`config.mk`:
```
export PLATFORM = sky130hd
export DESIGN_NAME = md_pad_scanner
export DESIGN_NICKNAME = d
export VERILOG_FILES = /design/src/rtl/md_pad_scanner_pkg.sv /design/src/rtl/sync_2ff.sv /design/src/rtl/md_pad_scanner.sv
export SDC_FILE = /design/constraint.sdc
export NUM_CORES = 1
export LEC_CHECK = 0
export ABC_AREA = 0
export BUFFER_PORTS_ARGS = -buffer_cell sky130_fd_sc_hd__buf_2
export CAP_MARGIN = 20
export CORE_ASPECT_RATIO = 0.8
export CORE_UTILIZATION = 35
export CTS_CLUSTER_SIZE = 24
export DETAILED_ROUTE_END_ITERATION = 7
export HOLD_SLACK_MARGIN = 0.02
export PLACE_DENSITY = 0.61
export SETUP_SLACK_MARGIN = 0.4
export SLEW_MARGIN = 10
export SYNTH_ARGS = -nofsm -noshare
export SYNTH_HDL_FRONTEND = slang
export SYNTH_SLANG_ARGS = --single-unit
```
`constraint.sdc`:
```
create_clock -name clk -period 5.3 [get_ports clk]
set_input_delay 0.265 -clock clk [delete_from_list [all_inputs] [get_ports clk]]
set_output_delay 0.265 -clock clk [all_outputs]
set_load 0.005 [all_outputs]
```
`src/rtl/md_pad_scanner_pkg.sv`:
```
// Shared encodings for the DB9 pad scanner and the protocol mapper:
// pad type codes and bit positions of the joystick and extra-button words.
package md_pad_scanner_pkg;

  typedef enum logic [1:0] {
    PAD_NONE = 2'd0,
    PAD_MD3  = 2'd1,
    PAD_MD6  = 2'd2
  } pad_t;

  // {F2,F1,U,D,L,R}; F1 = pin6, F2 = pin9
  localparam int J_R  = 0;
  localparam int J_L  = 1;
  localparam int J_D  = 2;
  localparam int J_U  = 3;
  localparam int J_F1 = 4;
  localparam int J_F2 = 5;

  // {Mode,X,Y,Z,Start,A}
  localparam int E_A     = 0;
  localparam int E_START = 1;
  localparam int E_Z     = 2;
  localparam int E_Y     = 3;
  localparam int E_X     = 4;
  localparam int E_MODE  = 5;

  localparam logic [5:0] JOY_IDLE = 6'h3F;

endpackage

```
`src/rtl/sync_2ff.sv`:
```
// Two-flop synchronizer for raw pad pins; resets to all ones
// so an unplugged or idle port reads as released.
module sync_2ff #(
  parameter int W = 1
) (
  input  logic         clk,
  input  logic         rst_n,
  input  logic [W-1:0] d,
  output logic [W-1:0] q
);

  logic [W-1:0] s1_q;
  logic [W-1:0] s2_q;

  always_ff @(posedge clk or negedge rst_n) begin
    if (!rst_n) begin
      s1_q <= '1;
      s2_q <= '1;
    end else begin
      s1_q <= d;
      s2_q <= s1_q;
    end
  end

  assign q = s2_q;

endmodule

```
`src/rtl/md_pad_scanner.sv`:
```
// Mega Drive 3/6-button / Atari pad scanner: drives select through
// eight phases per frame and commits a coherent button word.
module md_pad_scanner #(
  parameter int SCAN_DIV  = 280,
  parameter int FRAME_DIV = 560000,
  parameter int CNT_W     = 20
) (
  input  logic       clk,
  input  logic       rst_n,
  input  logic       enable,
  input  logic [5:0] db9_in,
  output logic       db9_sel,
  output logic [5:0] joy_out,
  output logic [5:0] joy_ext,
  output logic [1:0] pad_type,
  output logic       scan_done
);

  import md_pad_scanner_pkg::*;

  localparam logic [CNT_W-1:0] B1 = CNT_W'(1 * SCAN_DIV);
  localparam logic [CNT_W-1:0] B2 = CNT_W'(2 * SCAN_DIV);
  localparam logic [CNT_W-1:0] B3 = CNT_W'(3 * SCAN_DIV);
  localparam logic [CNT_W-1:0] B4 = CNT_W'(4 * SCAN_DIV);
  localparam logic [CNT_W-1:0] B5 = CNT_W'(5 * SCAN_DIV);
  localparam logic [CNT_W-1:0] B6 = CNT_W'(6 * SCAN_DIV);
  localparam logic [CNT_W-1:0] B7 = CNT_W'(7 * SCAN_DIV);

  localparam logic [CNT_W-1:0] CNT_P1 = CNT_W'(2 * SCAN_DIV - 1);
  localparam logic [CNT_W-1:0] CNT_P2 = CNT_W'(3 * SCAN_DIV - 1);
  localparam logic [CNT_W-1:0] CNT_P4 = CNT_W'(5 * SCAN_DIV - 1);
  localparam logic [CNT_W-1:0] CNT_P5 = CNT_W'(6 * SCAN_DIV - 1);
  localparam logic [CNT_W-1:0] CNT_CM = CNT_W'(8 * SCAN_DIV);
  localparam logic [CNT_W-1:0] CNT_LAST = CNT_W'(FRAME_DIV - 1);

  // Select is low in even phases, high in odd phases and idle.
  function automatic logic sel_of(input logic [CNT_W-1:0] c);
    sel_of = !((c < B1) ||
               (c >= B2 && c < B3) ||
               (c >= B4 && c < B5) ||
               (c >= B6 && c < B7));
  endfunction

  logic [5:0] sync_w;

  sync_2ff #(.W(6)) u_sync (
    .clk   (clk),
    .rst_n (rst_n),
    .d     (db9_in),
    .q     (sync_w)
  );

  logic [CNT_W-1:0] cnt_q, cnt_d;
  logic             sel_q, sel_d;
  logic [5:0]       s1_q, s1_d;
  logic [3:0]       s2_q, s2_d;
  logic [3:0]       s4_q, s4_d;
  logic [3:0]       s5_q, s5_d;
  logic [5:0]       joy_q, joy_d;
  logic [5:0]       ext_q, ext_d;
  pad_t             type_q, type_d;
  logic             done_q, done_d;
  logic             pass_q, pass_d;
  logic             md_w;
  logic             six_w;

  // s2 holds {pin9,pin6,L,R}; s4/s5 hold {U,D,L,R}
  assign md_w  = (s2_q[1:0] == 2'b00);
  assign six_w = md_w && (s4_q == 4'h0);

  always_comb begin
    cnt_d  = cnt_q;
    sel_d  = sel_q;
    s1_d   = s1_q;
    s2_d   = s2_q;
    s4_d   = s4_q;
    s5_d   = s5_q;
    joy_d  = joy_q;
    ext_d  = ext_q;
    type_d = type_q;
    done_d = 1'b0;
    pass_d = !enable;
    if (!enable) begin
      cnt_d  = '0;
      sel_d  = 1'b1;
      joy_d  = sync_w;
      ext_d  = JOY_IDLE;
      type_d = PAD_NONE;
    end else begin
      cnt_d = (cnt_q == CNT_LAST) ? '0 : cnt_q + CNT_W'(1);
      sel_d = sel_of(cnt_d);
      unique case (1'b1)
        (cnt_q == CNT_P1): s1_d = sync_w;
        (cnt_q == CNT_P2): s2_d = {sync_w[J_F2], sync_w[J_F1],
                                   sync_w[J_L], sync_w[J_R]};
        (cnt_q == CNT_P4): s4_d = sync_w[3:0];
        (cnt_q == CNT_P5): s5_d = sync_w[3:0];
        (cnt_q == CNT_CM): begin
          done_d = 1'b1;
          joy_d  = s1_q;
          ext_d  = JOY_IDLE;
          type_d = PAD_NONE;
          if (md_w) begin
            ext_d[E_A]     = s2_q[2];
            ext_d[E_START] = s2_q[3];
            type_d         = PAD_MD3;
          end
          if (six_w) begin
            ext_d[E_Z]    = s5_q[J_U];
            ext_d[E_Y]    = s5_q[J_D];
            ext_d[E_X]    = s5_q[J_L];
            ext_d[E_MODE] = s5_q[J_R];
            type_d        = PAD_MD6;
          end
        end
        default: ;
      endcase
    end
  end

  always_ff @(posedge clk or negedge rst_n) begin
    if (!rst_n) begin
      cnt_q  <= '0;
      sel_q  <= 1'b1;
      s1_q   <= '1;
      s2_q   <= '1;
      s4_q   <= '1;
      s5_q   <= '1;
      joy_q  <= JOY_IDLE;
      ext_q  <= JOY_IDLE;
      type_q <= PAD_NONE;
      done_q <= 1'b0;
      pass_q <= 1'b0;
    end else begin
      cnt_q  <= cnt_d;
      sel_q  <= sel_d;
      s1_q   <= s1_d;
      s2_q   <= s2_d;
      s4_q   <= s4_d;
      s5_q   <= s5_d;
      joy_q  <= joy_d;
      ext_q  <= ext_d;
      type_q <= type_d;
      done_q <= done_d;
      pass_q <= pass_d;
    end
  end

  // Passthrough shows the synchronizer directly for 2-cycle latency.
  assign db9_sel   = sel_q;
  assign joy_out   = pass_q ? sync_w : joy_q;
  assign joy_ext   = ext_q;
  assign pad_type  = type_q;
  assign scan_done = done_q;

endmodule

```
# After elaboration in Yosys (flattened, before gate mapping)
# Cells that the tools add are included.
# W data, S select, Z words.
word_totals:
  reg_bits: 67
  rom_bits: 0
  inputBits: 9
  ramBits: 0
  latch_bits: 0
  mem_count: 0
classes:
  bitwise_logic: 0
  n_eq_ne: 7
  mul: 0
  order_cmp: 7
  muxes: 16
  add_sub_neg: 1
  n_div: 0
  n_shift: 0
  reduce_logical: 15
ops:
  columns: ["operator", "count"]
  rows:
  - ["$eq A20 B10 Y1 const B", 2]
  - ["$eq A20 B11 Y1 const B", 2]
  - ["$ge A20 B11 Y1 const B", 2]
  - ["$lt A20 B11 Y1 const B", 2]
  - ["$mux W20", 2]
  - ["$mux W6", 5]
  - ["$add A20 B1 Y20 const B", 1]
  - ["$eq A20 B12 Y1 const B", 1]
  - ["$eq A20 B20 Y1 const B", 1]
  - ["$ge A20 B10 Y1 const B", 1]
  - ["$lt A20 B10 Y1 const B", 1]
  - ["$lt A20 B9 Y1 const B", 1]
  - ["$mux W2", 4]
  - ["$reduce_and A2 Y1", 4]
  - ["$logic_and A1 B1 Y1", 4]
  - ["$logic_not A4 Y1", 1]
  - ["$mux W1", 4]
  - ["$mux W4", 1]
  - ["$logic_or A1 B1 Y1", 3]
  - ["$logic_not A1 Y1", 2]
  - ["$logic_not A2 Y1", 1]
  - ["$ne A2 B1 Y1 const B", 1]

# Depth between registers and ports, before layout
# Gate-level depths: netlist (run 1).
logic_depth:
  ltp_word: 9
  depth_mapped: 9
  mapped_depth_nobuf: 8

# Cells and area by module
# A second synthesis (run 1) with hierarchy kept.
hier_totals:
  cells_unflattened: 317
  hier_area_um2: 3365.7
by_module_without_submodules:
  columns: ["mod", "cells_each", "instances", "area_per_inst_um2", "seq_area_each_um2"]
  rows:
  - ["md_pad_scanner", 305, 1, 3050.4, 1415.1]
  - ["sync_2ff", 12, 1, 315.3, 315.3]

# Worst setup path before layout (run 1)
# OpenSTA, ideal clock, no wires.
synth_path:
  path_kind: "register to register"
  from: "reg cnt_q[0]"
  to: "reg sel_q, in the netlist db9_sel"
  path_slack_ns: 2.960
  synth_period_minus_slack_ns: 2.340
  arrival_ns: 2.256
  setup_time_ns: 0.084
  stages_incl_launch_ff: 9
  t_required_ns: 5.216
  path_cell_list: "dfrtp_1 > ha_1 > nand3_2 > or4_4 > and4bb_1 > o21ai_1 > a221oi_2 > o2111ai_1 > a311o_1"
synth_between:
  elab_chain_len: 9
synth_lines:
  columns: ["item", "line_no", "text"]
  rows:
  - ["start, declared", "md_pad_scanner.sv:53", "logic [CNT_W-1:0] cnt_q, cnt_d;"]
  - ["start signal, assigned", "md_pad_scanner.sv:135", "cnt_q <= cnt_d;"]
  - ["$add A20 B1 Y20 or $eq A20 B20 Y1 (tied branches)", "md_pad_scanner.sv:90", "cnt_d = (cnt_q == CNT_LAST) ? '0 : cnt_q + CNT_W'(1);"]
  - ["$mux W20 (*)", "md_pad_scanner.sv:90", null]
  - ["$ge A20 B10 Y1 or $lt A20 B10 Y1 (tied branches)", "md_pad_scanner.sv:39", "(c >= B2 && c < B3) ||"]
  - ["$logic_and A1 B1 Y1", "md_pad_scanner.sv:39", null]
  - ["$logic_or A1 B1 Y1", "md_pad_scanner.sv:38", "sel_of = !((c < B1) ||"]
  - ["$logic_or A1 B1 Y1", "md_pad_scanner.sv:39", null]
  - ["$logic_or A1 B1 Y1 (*)", "md_pad_scanner.sv:40", "(c >= B4 && c < B5) ||"]
  - ["$logic_not A1 Y1 (*)", "md_pad_scanner.sv:38", null]
  - ["$mux W1 (*)", "md_pad_scanner.sv:83", "if (!enable) begin"]
  - ["via sel_d", "md_pad_scanner.sv:54", "logic sel_q, sel_d;"]
  - ["end signal, assigned", "md_pad_scanner.sv:136", "sel_q <= sel_d;"]
  - ["end, declared", "md_pad_scanner.sv:54", null]
# Mark *: on every way through the listed nets, which the timed path passes. The rest lies on a longest branch.
# A chain may end at the register's enable or synchronous reset.

# Final worst setup path (run 1)
# Same ends and word-level chain as after synthesis.

==> results by group, run 1 <==
Floorplanning
  – Row cnt: 32
  – Io pins: 25
  – Chip Width: 113 microns
  – Core ar.: 9610 sq um
  – Initial Utilization: 0.360
  – Die Y-Extent: slightly above 90 microns
  – Die ar.: 10,300 sq um

Logic synthesis
  – Yosys top cell by area: dfstp_2
  – Cells after Synth: 324
  – Synth cell types: 58
  – Post-synth ARST share: 1.00
  – Area share of the largest cell type after synthesis: 0.327
  – Post-synth EDFFs: 0
  – Synth area leaders: dfstp_2 (33%), dfrtp_1 (17%), mux2_2 (5.2%)
  – Most used DFF post-synth: dfstp_2
  – Yosys warning count: 0
  – Post-synthesis sequential area ratio: 0.501
  – Syn nets: 335
  – Syn Std Cell Area: 3450 sq um
  – Seq cells post-synth: 67
  – Mean Syn Cell Area: between 10 and 15 sq um

Worst setup path
  – CP peak stage delay: 0.50 ns
  – Crit Path Max Fanout: 15
  – FF-to-FF path depth: 8
  – WS Path Type: reg2reg
  – FF-to-FF Start: cnt_q[0]
  – CP required: 5.56 ns
  – Worst EP arrival: 3.07 ns
  – Worst R2R End: db9_sel
  – Critical-path top delay cell: or3_1
  – CP Launch Type: flop
  – Reg2Reg Setup Slack: 2.48 ns
  – CP cell instances: ha_1 -> nand3_2 -> or3_1 -> nor2_2 -> o22ai_1 -> a221oi_2 -> o2111ai_1 -> a311o_1
  – CP endpoint kind: flop

Finish
  – Non-filler cells, final: 470
  – Most frequent cells in the layout: dfstp_2 (43), nor2_1 (35), dfrtp_1 (24), buf_2 (24)
  – Share of cells above drive strength 1: 0.342
  – Final instance area: ~4000 sq um
  – Layout Nets: 357
  – Most common cell after layout, fill and taps aside: dfstp_2
  – Area growth from synthesis to layout: 17.0%
  – ANT cells: 0

Run status
  – Status: complete, no violations

STA
  – Setup_tns: 0 ns
  – Worst-Margin Slew: 0.807 ns
  – Max-slew violations: 0
  – Fin crit period: between 2 and 3 ns
  – Final Hold Viols: 0
  – Skew final: 0.00672 ns
  – Max-slew headroom: 0.462
  – Final Setup Violations: 0
  – FMAX: 355 MHz
  – RSZ-0062 raised after global routing: false
  – Period utilisation layout: 0.531

Route
  – Routed vias: between 2,000 and 2,500
  – DRT Wirelength: 7440 microns
  – Routed len/inst: 15.8 microns
  – Initial DRC Count: 174
  – Post-route DRC: 0
  – Vias per inst: 5.23
  – DR pass1 iterations: 4
  – Final ANT Viol Nets: 0

Clocking
  – Clk sinks: between 60 and 70
  – CTS tree: built
  – CTS HTree Levels: 3
  – Post CTS Setup Buffer Count: 0
  – CTS buffer count: 9
  – Clock buffer depth: 2
  – Clock Latency Late Sink: 0.34 ns
  – Clk slew on worst S/H paths: about 0.060 ns
  – Root buf cell: clkbuf_16

Global route
  – Tot GR Track Use: 0.161
  – Largest net degree at the start of global routing: 68
  – GR Overflow Total: 0
  – Vias in the first global route: 2,416
  – Initial antenna violation count: 0
  – First-pass GRT wire length: 12,700 microns

Hold path
  – Hold Crit Class: in2async

Power and ir drop
  – Power Density: about 310 nW/um^2
  – Lkg Pwr: between 1.5 and 2 nW
  – VDD IR max: 0.207 mV

Placement
  – IO buf count: 24
  – Detailed placement HPWL: 5100 microns
  – RePlAce Congestion: 0.815
  – Placed cell area: 3650 sq um
  – Placed Cells: 448

Flow run
  – Number of max-cap violations: 0
[worst max-delay path by stage]
stage,from,to,slack (ns)
global placement,cnt_q[0],db9_sel,2.65
floorplan,cnt_q[0],db9_sel,2.96
detailed placement,cnt_q[3],db9_sel,2.55
CTS,cnt_q[3],db9_sel,2.52
global route,cnt_q[3],db9_sel,2.29
finish,cnt_q[0],db9_sel,2.48
[layer usage]
layer  share of wire  global-route usage  vias to the layer above
met5               0                   0                        -
met4           0.017              0.0614                        0
met3           0.062              0.0510                       13
met2            0.42               0.217                       57
met1            0.50               0.236                     1184
li1                -                   -                     1206
[through the flow]
step | hold slack (ns) | worst slack [ns] | utilization | total power, W
floorplan | -0.0306 | 2.96 | - | 0.000569
global placement | 0.346 | 2.65 | 0.380 | 0.000593
detailed placement | 0.347 | 2.55 | 0.380 | 0.000595
CTS | 0.140 | 2.52 | 0.421 | 0.00127
global route | 0.191 | 2.29 | 0.421 | 0.00130
finish | 0.108 | 2.48 | 0.421 | 0.00125
[power breakdown]
part	total [W]	switching, W	internal, W
clock network	0.000662	0.000233	0.000429
logic	0.0000470	0.0000274	0.0000196
registers	0.000542	0.0000107	0.000531
[sequential cells by signal, indices dropped and copies added (netlist names), 2 cells and up]
signal,count
cnt_q,20
u_sync.q,6
s4_q,4
u_sync.s1_q,6
joy_ext,6
s1_q,6
s5_q,4
s2_q,4
pad_type,2
joy_q,6
[critical path: cells and delay by family, from the launching register on]
family                     cells  cell delay (ns)
and+or+nand+nor                3             1.09
AOI/OAI and AO/OA              4             0.89
adders and majority gates      1             0.30
DFF                            1             0.44
[logic make-up (layout without fill, tap and decap cells)]
kind of cell               count (synthesis)  in the layout  synth area share
and+or+nand+nor                          127            127             0.221
DFF                                       67             67             0.501
AOI/OAI and AO/OA                         53             53            0.0960
muxes                                     32             32             0.101
buffers and inverters                     28             55            0.0351
xor gates and xnor gates                  15             15            0.0380
adders and majority gates                  2              2           0.00724
[Yosys cell counts, drive strengths merged, types with 2 or more instances]
cell type / number
and4: 3
dfstp: 43
or3: 7
o22a: 4
mux2: 24
or2: 2
nand2b: 4
nor2: 36
clkbuf: 11
a21oi: 16
ha: 2
o21ai: 18
o31ai: 3
and4bb: 2
xnor2: 8
or4: 2
xor2: 7
o22ai: 2
buf: 10
inv: 7
mux2i: 8
nor3: 10
nand4: 7
nand2: 18
nand3: 12
dfrtp: 24
and3: 4
and2: 3
nor4: 9
nand3b: 3
[layout make-up]
type                    instances  area (sq um)
clock buffers                  10           239
clock inverters                 6          93.8
fillers                       931          5570
inverters                       7          26.3
multi-input cells             229          1610
flip-flops and latches         67          1730
well taps                     119           149
repair buffers                 32           195
[timing repair]
action                                 CTS  global route
endpoints found under the hold margin    6             0
resized for setup                        0             0
hold buffers                             6             0
(Power assumes the default switching activity.)
==> run 2, diff against run 1 <==
ABC_AREA = 1   (was 0)
PLACE_DENSITY = 0.63   (was 0.61)
clock period = 2.3 ns   (was 5.3 ns; I/O delays follow)
==> results by group, run 2 <==
Global route
  – GR Overflow Total: 0 (unchanged)
  – Initial antenna violation count: 0 (unchanged)
  – Tot GR Track Use: 0.179 (+0.0188)
  – Largest net degree at the start of global routing: 68 (unchanged)
  – Vias in the first global route: 2,930 (+21%)
  – First-pass GRT wire length: 14,400 microns (+13%)

Route
  – Post-route DRC: 0 (unchanged)
  – Routed len/inst: 14.1 microns (-11%)
  – DR pass1 iterations: 5 (+1)
  – DRT Wirelength: 8900 microns (+20%)
  – Routed vias: 3,136 (+27%)
  – Initial DRC Count: 244 (+40%)
  – Vias per inst: 4.97 (-5.0%)
  – Final ANT Viol Nets: 0 (unchanged)

Worst setup path
  – Worst EP arrival: 2.19 ns (-0.88 ns)
  – CP peak stage delay: 0.41 ns (-0.09 ns)
  – CP Launch Point: cnt_q[1]
  – CP required: 2.55 ns (-3.01 ns)
  – Crit path to: db9_sel
  – FF-to-FF path depth: 14 (+6)
  – Worst R2R End: db9_sel
  – Critical-path top delay cell: dfrtp_1
  – CP endpoint kind: flop
  – Crit Path Max Fanout: 4 (-11)
  – CP cell instances: buf_6 -> nand2_2 -> nor2_4 -> nand2_4 -> nor2_4 -> nand3_2 -> nand3_2 -> nand2_1 -> nor2_1 -> nand2_2 -> nor2_2 -> nand2_1 -> nand3_1 -> nand2_1
  – CP Launch Type: flop
  – Cell family with most CP delay: simple AND/OR/NAND/NOR gates
  – CP bufs+invs: 1 (+1)
  – FF-to-FF Start: cnt_q[1]
  – Crit path depth: 14 (+6)
  – Reg2Reg Setup Slack: 0.36 ns (-2.12 ns)
  – CP dominant cell by count: nand2_1
  – WS Path Type: reg2reg

Power and ir drop
  – Lkg Pwr: 2.05 nW (+27%)
  – VDD IR max: 0.374 mV (+81%)
  – Power Density: 625 nW/um^2 (+100%)

Clocking
  – CTS buffer count: 9 (unchanged)
  – CTS tree: built
  – CTS HTree Levels: 3 (unchanged)
  – Clk sinks: 67 (unchanged)
  – Clock buffer depth: 2 (unchanged)
  – Root buf cell: clkbuf_16
  – Clock Latency Late Sink: 0.33 ns (about the same)
  – Clk slew on worst S/H paths: 0.06 ns (about the same)

Logic synthesis
  – Cells after Synth: 442 (+36%)
  – Top-count cell post-synth: nand2_1
  – Top cells by count, synth: nand2_1 (128), nor2_1 (62), inv_1 (50), dfstp_2 (43)
  – Post-Synth XOR/XNOR Area: 0.00768 (-0.0304)
  – Largest family of logic cells by synthesized area: simple AND/OR/NAND/NOR gates
  – Area share of the largest cell type after synthesis: 0.330 (+0.00299)
  – Compound-cell area share of the yosys netlist: 0.0833 (-0.0126)
  – Most used DFF post-synth: dfstp_2
  – Synth cell types: 30 (-48%)
  – Post-synth EDFFs: 0 (unchanged)
  – Post-synth ARST share: 1.00 (unchanged)
  – Yosys top cell by area: dfstp_2
  – Mean Syn Cell Area: 7.74 sq um (-27%)
  – Simple-Gate Fraction of Synth Area: 0.327 (+0.106)
  – Seq cells post-synth: 67 (unchanged)
  – Yosys warning count: 0 (unchanged)
  – Fraction of synthesized area in multiplexers: 0 (-0.101)
  – Post-synthesis sequential area ratio: 0.505 (+0.00458)
  – Synth area leaders: dfstp_2 (33%), dfrtp_1 (18%), nand2_1 (14%)
  – Syn nets: 453 (+35%)
  – Syn Std Cell Area: 3420 sq um (-0.91%)
  – Adder-Cell Fraction of Synth Area: 0.00731 (+0.0000662)

STA
  – FMAX: 516 MHz (+45%)
  – Period utilisation layout: 0.843 (+0.311)
  – Final worst slack: 0.362 ns (-2.12 ns)
  – RSZ-0062 raised after global routing: true
  – Setup_tns: 0 ns (unchanged)
  – Fin crit period: 1.94 ns (-0.877 ns)
  – Skew final: 0.00791 ns (+0.00119 ns)
  – Max-slew violations: 0 (unchanged)
  – Worst-Margin Slew: 0.617 ns (-0.190 ns)
  – Final Hold Viols: 0 (unchanged)
  – Max-slew headroom: 0.585 (+0.123)
  – Hold WS: 0.113 ns (+0.00511 ns)
  – Final Setup Violations: 0 (unchanged)

Finish
  – Share of cells above drive strength 1: 0.370 (+0.0283)
  – Reg with most FFs: cnt_q
  – Layout Nets: 522 (+46%)
  – Multi-input logic area: 1650 sq um (+2.6%)
  – ANT cells: 0 (unchanged)
  – # fillers: 838 (-10%)
  – Most frequent cells in the layout: nand2_1 (115), nor2_1 (50), inv_1 (46)
  – Area growth from synthesis to layout: 33.0%
  – Sequential cell area: 1750 sq um (+0.94%)
  – Most common cell after layout, fill and taps aside: nand2_1
  – Max FFs per register: 20 (unchanged)

Floorplanning
  – Io pins: 25 (unchanged)
  – Row cnt: 31 (-3.1%)
  – Core ar.: 9270 sq um (-3.5%)
  – Initial Utilization: 0.369 (+0.00978)
  – Chip Width: 113 microns (-0.45%)
  – Die ar.: 10,200 sq um (-0.89%)
  – Die Y-Extent: 90.5 microns (-0.45%)

Placement
  – Dpl ws: 0.173 ns (-2.37 ns)
  – Detailed placement HPWL: 5890 microns (+15%)
  – IO buf count: 24 (unchanged)
  – RePlAce Congestion: 0.991 (+22%)

Run status
  – Status: complete, no violations

Hold path
  – Hold Startpoint: enable
  – Hold Crit Class: in2reg

Flow run
  – Number of max-cap violations: 0 (unchanged)
run 2: changes by cell type after synthesis, sizes merged, moves of 11 or more:
| cell | change |
|---|---|
| inv | +46 |
| mux2 | -24 |
| nand2 | +113 |
| nand3 | +16 |
| nor2 | +35 |
| o21ai | +11 |
run 2: logic make-up (layout without fill, tap and decap cells):
family          count (synthesis)  in the layout
fa+ha+maj                       2              2
xor+xnor                        3              3
compound gates                 50             50
buf+inv                        62            136
simple gates                  258            258
flops                          67             67
run 2: area by class of cell:
| type | count | share of cell area |
|---|---|---|
| inverters | 55 | 0.0467 |
| clock inverters | 6 | 0.0151 |
| repair buffers | 65 | 0.106 |
| well taps | 115 | 0.0316 |
| clock buffers | 10 | 0.0549 |
| flip-flops and latches | 67 | 0.384 |
| multi-input cells | 313 | 0.362 |
run 2: metrics by stage:
stage / util / power [W] / area [sq um] / cells
CTS: 0.454 / 0.00288 / 4210 / 607
global route: 0.491 / 0.00296 / 4550 / 631
floorplan: - / 0.00132 / 3420 / 442
global placement: 0.398 / 0.00139 / 3690 / 577
detailed placement: 0.398 / 0.00139 / 3690 / 577
finish: 0.491 / 0.00285 / 4550 / 631
run 2: worst min path at each step:
stage	endpoint	slack, ns	cells past startpoint
floorplan	cnt_q[0]	-0.18	0
global placement	cnt_q[7]	0.16	2
detailed placement	cnt_q[7]	0.16	2
CTS	db9_sel	0.11	2
global route	db9_sel	0.11	2
finish	db9_sel	0.11	2
run 2: metal layers:
layer  routed length [microns]  vias to the layer above  track usage
met5                         0                        -            0
li1                          -                     1550            -
met2                      4000                       94        0.264
met3                       482                       13       0.0349
met1                      4270                     1479        0.259
met4                       151                        0       0.0678
run 2: report_power, final:
part	internal, W	switching, W
logic	0.0000631	0.0000875
clock network	0.000912	0.000530
registers	0.00123	0.0000214
run 2: timing repair:
action	CTS	global route
resized for setup	24	49
hold buffers	7	0
gates cloned	0	0
setup endpoints to repair	14	19
pin swaps	3	24
endpoints found under the hold margin	30	0
setup buffers	7	24
